### src/rtl/attn_buf_pkg.sv
// Shared constants and types for the attention output buffer.
// Holds the output RAM geometry (word width, depth, address width) and
// the circular-buffer pointer type, which carries one extra wrap bit above
// the RAM address so that full and empty can be told apart.
package attn_buf_pkg;

    localparam int DATA_WIDTH     = 16;
    localparam int OUT_RAM_DEPTH  = 512;
    localparam int OUT_RAM_AWIDTH = 9;

    // Pointer into the output RAM: [OUT_RAM_AWIDTH] is the wrap bit,
    // [OUT_RAM_AWIDTH-1:0] is the RAM address.
    typedef logic [OUT_RAM_AWIDTH:0] out_ram_ptr_t;

endpackage

### src/rtl/out_ram_fifo_ctrl_if.sv
// Stream interface between the FIFO controller and its producer/consumer.
//   in_valid/in_data/in_ready    : producer -> controller handshake
//   out_valid/out_data/out_ready : controller -> consumer handshake
// The slave modport is the controller's view; master is the environment's.
interface out_ram_fifo_ctrl_if #(
    parameter int DATA_WIDTH = attn_buf_pkg::DATA_WIDTH
);
    logic                  in_valid;
    logic [DATA_WIDTH-1:0] in_data;
    logic                  in_ready;
    logic                  out_valid;
    logic [DATA_WIDTH-1:0] out_data;
    logic                  out_ready;

    modport master (
        output in_valid, in_data, out_ready,
        input  in_ready, out_valid, out_data
    );

    modport slave (
        input  in_valid, in_data, out_ready,
        output in_ready, out_valid, out_data
    );
endinterface

### src/rtl/out_skid_queue.sv
// Two-entry registered FIFO that absorbs the RAM's registered read data.
// Ports:
//   clk, resetn   : clock, async active-low reset
//   clr           : synchronous clear (wins over push/pop)
//   push/push_data: write one word
//   pop           : drop the head word (caller guarantees count != 0)
//   count         : occupancy 0..2
//   head          : oldest word; zero after reset
// The caller guarantees a push never arrives while full without a pop.
module out_skid_queue #(
    parameter int DATA_WIDTH = attn_buf_pkg::DATA_WIDTH
) (
    input  logic                  clk,
    input  logic                  resetn,
    input  logic                  clr,
    input  logic                  push,
    input  logic [DATA_WIDTH-1:0] push_data,
    input  logic                  pop,
    output logic [1:0]            count,
    output logic [DATA_WIDTH-1:0] head
);
    logic [DATA_WIDTH-1:0] slot [2];
    logic                  wr_sel;
    logic                  rd_sel;

    always_ff @(posedge clk or negedge resetn) begin
        if (!resetn) begin
            slot[0] <= '0;
            slot[1] <= '0;
            wr_sel  <= 1'b0;
            rd_sel  <= 1'b0;
            count   <= 2'd0;
        end else if (clr) begin
            wr_sel <= 1'b0;
            rd_sel <= 1'b0;
            count  <= 2'd0;
        end else begin
            if (push) begin
                slot[wr_sel] <= push_data;
                wr_sel       <= !wr_sel;
            end
            if (pop) begin
                rd_sel <= !rd_sel;
            end
            count <= count + {1'b0, push} - {1'b0, pop};
        end
    end

    assign head = slot[rd_sel];

endmodule

### src/rtl/out_ram_fifo_ctrl.sv
// Circular-buffer controller around the 512 x 16 dual-port output RAM.
// Port A writes accepted producer words; port B reads them back in order.
// The one-cycle registered RAM read is hidden by a 2-entry skid queue so
// both sides can move one word per cycle.
// Ports:
//   clk, resetn  : clock, async active-low reset
//   flush        : synchronous clear of pointers, inflight flag and queue
//   stream       : producer/consumer valid/ready handshakes (slave side)
//   fill_level   : words committed to RAM and not yet issued for read
//   address_a, wren_a, data_a : RAM write port
//   address_b, wren_b         : RAM read port (wren_b tied low)
//   out_b        : RAM port-B registered read data
module out_ram_fifo_ctrl
    import attn_buf_pkg::*;
#(
    parameter int DATA_WIDTH = attn_buf_pkg::DATA_WIDTH,
    parameter int ADDR_WIDTH = OUT_RAM_AWIDTH,
    parameter int DEPTH      = OUT_RAM_DEPTH
) (
    input  logic                  clk,
    input  logic                  resetn,
    input  logic                  flush,
    out_ram_fifo_ctrl_if.slave    stream,
    output logic [ADDR_WIDTH:0]   fill_level,
    output logic [ADDR_WIDTH-1:0] address_a,
    output logic                  wren_a,
    output logic [DATA_WIDTH-1:0] data_a,
    output logic [ADDR_WIDTH-1:0] address_b,
    output logic                  wren_b,
    input  logic [DATA_WIDTH-1:0] out_b
);
    localparam logic [ADDR_WIDTH:0] FULL_LEVEL = (ADDR_WIDTH + 1)'(DEPTH);
    localparam logic [ADDR_WIDTH:0] PTR_ONE    = (ADDR_WIDTH + 1)'(1);

    logic [ADDR_WIDTH:0] wr_ptr;
    logic [ADDR_WIDTH:0] rd_ptr;
    logic                inflight;
    logic [1:0]          q_count;
    logic                accept;
    logic                pop;
    logic                issue;
    logic [2:0]          q_claim;

    // Wrap-bit arithmetic makes the difference exact over 0..DEPTH.
    assign fill_level = wr_ptr - rd_ptr;

    // Write side: depends only on registered wr_ptr/rd_ptr and inputs, so
    // there is no path from out_ready to in_ready.
    assign stream.in_ready = !flush && (fill_level != FULL_LEVEL);
    assign accept          = stream.in_valid && stream.in_ready;
    assign wren_a          = accept;
    assign address_a       = wr_ptr[ADDR_WIDTH-1:0];
    assign data_a          = stream.in_data;

    assign address_b = rd_ptr[ADDR_WIDTH-1:0];
    assign wren_b    = 1'b0;

    assign stream.out_valid = (q_count != 2'd0);
    assign pop              = stream.out_valid && stream.out_ready;

    // Queue slots already spoken for once this cycle's pop is taken into
    // account; an issue is only launched if its data is sure to find a slot
    // when it lands next cycle.
    assign q_claim = {1'b0, q_count} + {2'b0, inflight} - {2'b0, pop};
    assign issue   = !flush && (fill_level != '0) && (q_claim < 3'd2);

    always_ff @(posedge clk or negedge resetn) begin
        if (!resetn) begin
            wr_ptr   <= '0;
            rd_ptr   <= '0;
            inflight <= 1'b0;
        end else if (flush) begin
            wr_ptr   <= '0;
            rd_ptr   <= '0;
            inflight <= 1'b0;
        end else begin
            if (accept) begin
                wr_ptr <= wr_ptr + PTR_ONE;
            end
            if (issue) begin
                rd_ptr <= rd_ptr + PTR_ONE;
            end
            inflight <= issue;
        end
    end

    // out_b carries the issued word in the cycle after the issue edge.
    out_skid_queue #(
        .DATA_WIDTH (DATA_WIDTH)
    ) u_skid (
        .clk       (clk),
        .resetn    (resetn),
        .clr       (flush),
        .push      (inflight),
        .push_data (out_b),
        .pop       (pop),
        .count     (q_count),
        .head      (stream.out_data)
    );

endmodule

### src/flat_wrapper.sv
// flat-port wrapper written by rule: the top's interface ports become plain ports
module out_ram_fifo_ctrl_flat import attn_buf_pkg::*;
#(
    parameter int DATA_WIDTH = attn_buf_pkg::DATA_WIDTH,
    parameter int ADDR_WIDTH = OUT_RAM_AWIDTH,
    parameter int DEPTH      = OUT_RAM_DEPTH
)
  (clk, resetn, flush, fill_level, address_a, wren_a, data_a, address_b, wren_b, out_b, stream_in_valid, stream_in_data, stream_out_ready, stream_in_ready, stream_out_valid, stream_out_data);
  out_ram_fifo_ctrl_if #(.DATA_WIDTH(DATA_WIDTH)) stream_i ();
  input  logic clk;
  input  logic resetn;
  input  logic flush;
  output logic [ADDR_WIDTH:0] fill_level;
  output logic [ADDR_WIDTH-1:0] address_a;
  output logic wren_a;
  output logic [DATA_WIDTH-1:0] data_a;
  output logic [ADDR_WIDTH-1:0] address_b;
  output logic wren_b;
  input  logic [DATA_WIDTH-1:0] out_b;
  input wire logic [$bits(stream_i.in_valid)-1:0] stream_in_valid;
  input wire logic [$bits(stream_i.in_data)-1:0] stream_in_data;
  input wire logic [$bits(stream_i.out_ready)-1:0] stream_out_ready;
  output wire logic [$bits(stream_i.in_ready)-1:0] stream_in_ready;
  output wire logic [$bits(stream_i.out_valid)-1:0] stream_out_valid;
  output wire logic [$bits(stream_i.out_data)-1:0] stream_out_data;
  assign stream_i.in_valid = stream_in_valid;
  assign stream_i.in_data = stream_in_data;
  assign stream_i.out_ready = stream_out_ready;
  assign stream_in_ready = stream_i.in_ready;
  assign stream_out_valid = stream_i.out_valid;
  assign stream_out_data = stream_i.out_data;
  out_ram_fifo_ctrl #(.DATA_WIDTH(DATA_WIDTH), .ADDR_WIDTH(ADDR_WIDTH), .DEPTH(DEPTH)) u_core (.clk(clk), .resetn(resetn), .flush(flush), .stream(stream_i), .fill_level(fill_level), .address_a(address_a), .wren_a(wren_a), .data_a(data_a), .address_b(address_b), .wren_b(wren_b), .out_b(out_b));
endmodule
### config.mk
export PLATFORM = sky130hd
export DESIGN_NAME = out_ram_fifo_ctrl_flat
export DESIGN_NICKNAME = d
export VERILOG_FILES = /design/src/rtl/attn_buf_pkg.sv /design/src/rtl/out_ram_fifo_ctrl_if.sv /design/src/rtl/out_skid_queue.sv /design/src/rtl/out_ram_fifo_ctrl.sv /design/src/flat_wrapper.sv
export SDC_FILE = /design/constraint.sdc
export NUM_CORES = 1
export LEC_CHECK = 0
export BUFFER_PORTS_ARGS = -buffer_cell sky130_fd_sc_hd__buf_2
export CELL_PAD_IN_SITES_DETAIL_PLACEMENT = 0
export CELL_PAD_IN_SITES_GLOBAL_PLACEMENT = 1
export CORE_MARGIN = 4
export CORE_UTILIZATION = 40
export DETAILED_ROUTE_END_ITERATION = 16
export GPL_TIMING_DRIVEN = 0
export PLACE_DENSITY_LB_ADDON = 0.1
export SLEW_MARGIN = 30
export SYNTH_ARGS = -nofsm -noshare
export SYNTH_HDL_FRONTEND = slang
export SYNTH_SLANG_ARGS = --single-unit
export TNS_END_PERCENT = 30
### constraint.sdc
create_clock -name clk -period 4.35 [get_ports clk]
set_input_delay 0.87 -clock clk [delete_from_list [all_inputs] [get_ports clk]]
set_output_delay 0.87 -clock clk [all_outputs]
set_load 0.03 [all_outputs]
Word level (Yosys, flattened, before mapping)
Index checks and enable logic that the tools add are counted.
{"block": "word_totals", "latchBits": 0, "output_inout_bits": 64, "mem_bits_ro": 0, "ram_bits": 0, "word_cells": 55, "ff_bits": 57, "memories": 0}
{"block": "op_classes", "n_eq_ne": 1, "addsub": 7, "shift": 0, "n_bitwise": 3, "reduce_logical": 16, "n_mul": 0, "n_div": 0, "mux": 16, "n_lt_le_gt_ge": 4}
{"cell": "$mux 16", "n": 4}
{"cell": "$mux 10", "n": 4}
{"cell": "$bwmux 32", "n": 1}
{"cell": "$add 10x1->10 const B", "n": 2}
{"cell": "$demux 16 s1", "n": 1}
{"cell": "$ne 10x10->1 const B", "n": 1}
{"cell": "$reduce_bool 10->1", "n": 1}
{"cell": "$reduce_bool 2->1", "n": 5}
{"cell": "$sub 10x10->10", "n": 1}
{"cell": "$logic_and 1x1->1", "n": 6}
{"cell": "$mux 1", "n": 5}
{"cell": "$ge 2x2->1 const B", "n": 2}
{"cell": "$not 1->2", "n": 2}
{"cell": "$add 2x1->3", "n": 1}
{"cell": "$logic_not 1->1", "n": 3}
{"cell": "$lt 3x2->1 const B", "n": 1}
{"cell": "$sub 3x1->3", "n": 1}
{"cell": "$add 2x1->2", "n": 1}
{"cell": "$lt 2x1->1 const B", "n": 1}
{"cell": "$mux 2", "n": 1}
{"cell": "$reduce_and 2->1", "n": 1}
{"cell": "$sub 2x1->2", "n": 1}
{"cell": "$not 1->1", "n": 1}

Longest topological paths before layout
{"block": "logic_depth", "depth_word": 7, "depth_mapped": 13, "depth_no_buf": 12}

Cells and area by module
A second synthesis with hierarchy kept.
{"block": "hier_totals", "hier_cells": 330, "area_unflattened_um2": 3563.4}
{"mod": "out_ram_fifo_ctrl", "cells_per_inst": 229, "n_inst": 1, "area_per_inst_um2": 1964.4}
{"mod": "out_skid_queue", "cells_per_inst": 101, "n_inst": 1, "area_per_inst_um2": 1599.0}

Worst setup path before layout
Ideal clock, no wire load.
{"block": "synth_timing", "kind": "flip-flop to output port", "startpoint": "register u_core.wr_ptr[0]", "endpoint": "output wren_a", "path_buffers": 0, "arrival_ns": 2.952, "stages_incl_launch_ff": 10, "setup_slack_ns": 0.528, "cell_sequence": "dfrtp_1 -> inv_1 -> ha_1 -> fa_1 -> nand2b_1 -> a21oi_1 -> xor2_1 -> a2111o_1 -> nor3_2 -> nor3_1"}
{"block": "synth_between", "elab_chain_len": 4}
{"item": "from (decl)", "line": "out_ram_fifo_ctrl.sv:35", "rtl": "logic [ADDR_WIDTH:0] wr_ptr;"}
{"item": "from (signal assigned)", "line": "out_ram_fifo_ctrl.sv:78", "rtl": "wr_ptr <= wr_ptr + PTR_ONE;"}
{"item": "$sub 10x10->10", "line": "out_ram_fifo_ctrl.sv:45", "rtl": "assign fill_level = wr_ptr - rd_ptr;"}
{"item": "via fill_level[4]", "line": "flat_wrapper.sv:13", "rtl": "output logic [ADDR_WIDTH:0] fill_level;"}
{"item": "$ne 10x10->1", "line": "out_ram_fifo_ctrl.sv:49", "rtl": "assign stream.in_ready = !flush && (fill_level != FULL_LEVEL);"}
{"item": "$logic_and 1x1->1", "line": "out_ram_fifo_ctrl.sv:49"}
{"item": "$logic_and 1x1->1", "line": "out_ram_fifo_ctrl.sv:50", "rtl": "assign accept = stream.in_valid && stream.in_ready;"}
{"item": "to (decl)", "line": "flat_wrapper.sv:15", "rtl": "output logic wren_a;"}
The timed path passes the listed nets, and every way through them passes these cells.

Final worst setup path
{"block": "layout_timing", "startpoint": "register u_core.rd_ptr[2]", "endpoint": "output wren_a"}
{"block": "layout_between", "elab_chain_len": 4}
{"item": "from (decl)", "line": "out_ram_fifo_ctrl.sv:36", "rtl": "logic [ADDR_WIDTH:0] rd_ptr;"}
{"item": "from (signal assigned)", "line": "out_ram_fifo_ctrl.sv:81", "rtl": "rd_ptr <= rd_ptr + PTR_ONE;"}
{"item": "$sub 10x10->10", "line": "out_ram_fifo_ctrl.sv:45"}
{"item": "$ne 10x10->1", "line": "out_ram_fifo_ctrl.sv:49"}
{"item": "$logic_and 1x1->1", "line": "out_ram_fifo_ctrl.sv:49"}
{"item": "$logic_and 1x1->1", "line": "out_ram_fifo_ctrl.sv:50"}
Every way passes these cells.

==> run metrics <==
Core Box Area between 8000 and 9000 um2; Setup TNS 0 ns; first-pass GRT wire length roughly 14,000 um; Lkg Pwr 0.002117 uW; mapped cell area approximately 3500 um2; reg2reg end u_core.rd_ptr[6]; CTS tree yes; Worst path slowest cell a2111o_1; PD cells 646.9 nW/um2; Req. time, crit path 3.48 ns; Buf/Inv on CP 2; Port Buf Inserts 82; CTS buffer count 9; Seq. cell area 1428 um2; dpl ws 0.3747 ns; Yosys top cell by area dfrtp_1; kind of critical path flop to output port; Hold Path Origin u_core.u_skid.slot[5]; Area contributors post-synth dfrtp_1 40%, mux2_2 15%, buf_4 7.4%; CP Capture Type output port; final clock skew 0.007517 ns; area of the multi-input gates 1734 um2; Ant. Diodes 0; ys flop type dfrtp_1; die width 101.9 um; count leader, synth dfrtp_1; total number of vias 2,809; CP Launch Type flop; Tmin final between 4 and 5 ns; Syn Inst Count roughly 340; max_slew headroom 0.5145; average wire per standard cell between 10 and 15 um; FF-to-FF path depth 10; nets 490; final worst setup slack 0.2240 ns; CP Launch Point u_core.rd_ptr[2]; DP Wirelength 6197 um; vias in the first global route 2,843; std cell rows 33; CP Data Arrival Time 3.26 ns; detailed-route DRC error count 0; most frequent cells after synthesis 57 x dfrtp_1, 48 x mux2_2, 35 x buf_4; GRT overflow 0; reg-to-reg slack, setup 1.04 ns; Async SR Flop Fraction 1.000; Achievable Freq 242.4 MHz; CP Capture Point wren_a; number of synthesized flops with an enable pin 0; full die area 10,380 um2; CTS max path bufs 2; io pins about 100; final hold violations 0; worst min path class flop to flop; CTS root buf clkbuf_8; Starting Density 0.4208; final WL approximately 8200 um; max-slew violation count 0; fin crit share 0.9485; gr usage total 0.1655; 1st-pass router iterations 4; Vert. Die Dim about 100 um; largest net degree at the start of global routing 58; Worst IR Drop VDD 0.0003802 V; Worst Tran Pin Value 0.7282 ns; Syn. warnings 0; Syn Nets 395; initial antenna violation count 0; H-tree depth 3; Crit path largest cell delay 0.57 ns; Setup-failing EPs final 0; Cell variety after synth 52; RSZ-0062 raised after global routing false; hold_buf cts 0; Iter 0 DRT Violations 84; area delta synth->final 23.59%; routability-driven placement congestion ratio 0.8187; Crit path max-delay family compound AO/OA/AOI/OAI gates; critical path peak fanout 8; flops & latches, synth 57; fin util 0.5201; MaxCap Viol Count 0; Synth top area share 0.4044; sinks on the clock net between 50 and 60; mean post-synth cell area 10.28 um2; Via density 5.126; outcome complete, no violations; Critical Path Stages 9; Fillers 811; Reg clk slew, reported paths ~0.060 ns; clk_lat worst skew 0.33 ns; share of layout cells above drive strength 1 0.4357; Reg-to-Reg Start u_core.rd_ptr[2]; sequential element share of the synthesized area 0.4044; crit-path cells inv_1 -> ha_1 -> o211a_1 -> a21boi_1 -> or3_1 -> a2111o_1 -> nor3_4 -> nor3_1 -> buf_2; Antenna Nets Post-Route 0
## per-layer routing
layer	vias to the layer above	global-route usage	routed length [um]	share of wire
met2	80	0.2762	3963	0.48
met5	-	0	0	0
met3	2	0.04983	591	0.072
li1	1380	-	-	-
met4	0	0.02725	25	0.0030
met1	1347	0.2176	3618	0.44
## power breakdown
group / switching (uW) / leakage [uW] / internal, uW
combinational: 851 / 0.00126 / 548
sequential: 99.0 / 0.000731 / 702
clock: 207 / 0.000127 / 413
total: 1160 / 0.00212 / 1660
## layout by cell type (no fill, tap or decap), types with 5 or more instances in the layout
master / count
a21oi_1: 18
buf_2: 82
buf_4: 38
clkbuf_1: 9
clkbuf_8: 11
dfrtp_1: 56
ha_1: 13
inv_1: 19
mux2_2: 48
mux2i_1: 5
nand2_1: 12
nand3_1: 10
nand4_1: 6
nor2_1: 20
nor2b_1: 5
o21ai_0: 13
or3_1: 9
xnor2_1: 5
## worst min path at each step
stage	end	slack, ns	cells after the start
floorplan	u_core.rd_ptr[9]	0.47	1
global placement	u_core.u_skid.slot[7]	0.48	1
detailed placement	u_core.u_skid.slot[7]	0.49	1
CTS	u_core.u_skid.slot[7]	0.50	1
global route	u_core.u_skid.slot[4]	0.52	1
finish	u_core.u_skid.slot[5]	0.50	1
## timing repair
item	in CTS	in global routing
resized for setup	0	3
buffers inserted	0	2
setup endpoints to repair	0	2
## state kept, by name (all words and copies together) (netlist names)
| register | cells |
|---|---|
| u_core.wr_ptr | 10 |
| u_core.inflight | 1 |
| u_core.rd_ptr | 10 |
| u_core.u_skid.count | 2 |
| u_core.u_skid.wr_sel | 1 |
| u_core.u_skid.rd_sel | 1 |
| u_core.u_skid.slot | 32 |
## logic make-up after synthesis
family          Yosys count  share of synthesized area
simple gates             83                     0.1220
buf+inv                  65                     0.1089
compound gates           62                     0.1213
flops                    57                     0.4044
mux                      53                     0.1674
fa+ha+maj                15                    0.05747
xor+xnor                  7                    0.01738
other cells               1                   0.001063
## through the flow
stage / total power, uW / hold WS, ns / instances / cell area [um2]
floorplan: 1839 / 0.4664 / 343 / 3527
global placement: 2173 / 0.4812 / 530 / 4069
detailed placement: 2203 / 0.4881 / 530 / 4071
CTS: 2838 / 0.5044 / 546 / 4325
global route: 3020 / 0.5246 / 548 / 4359
finish: 2820 / 0.5029 / 548 / 4359
## worst register-to-register path, cell delays in order (launching register included)
cell and delay (ns):
dfrtp_2 0.46, inv_1 0.19, ha_1 0.33, o211a_1 0.25
a21boi_1 0.17, or3_1 0.35, a2111o_1 0.57, o31a_1 0.43
buf_6 0.18, a21o_1 0.16, a21oi_1 0.13
## final cells by class
cell class	instances	area share
buffer	46	0.07176
clock buffer	12	0.03559
clock inverter	4	0.02268
inverter	19	0.01636
multi-input combinational	221	0.3978
sequential	57	0.3275
tap	105	0.03014
timing repair buffer	84	0.09816
Power figures use the tool's default switching activity.
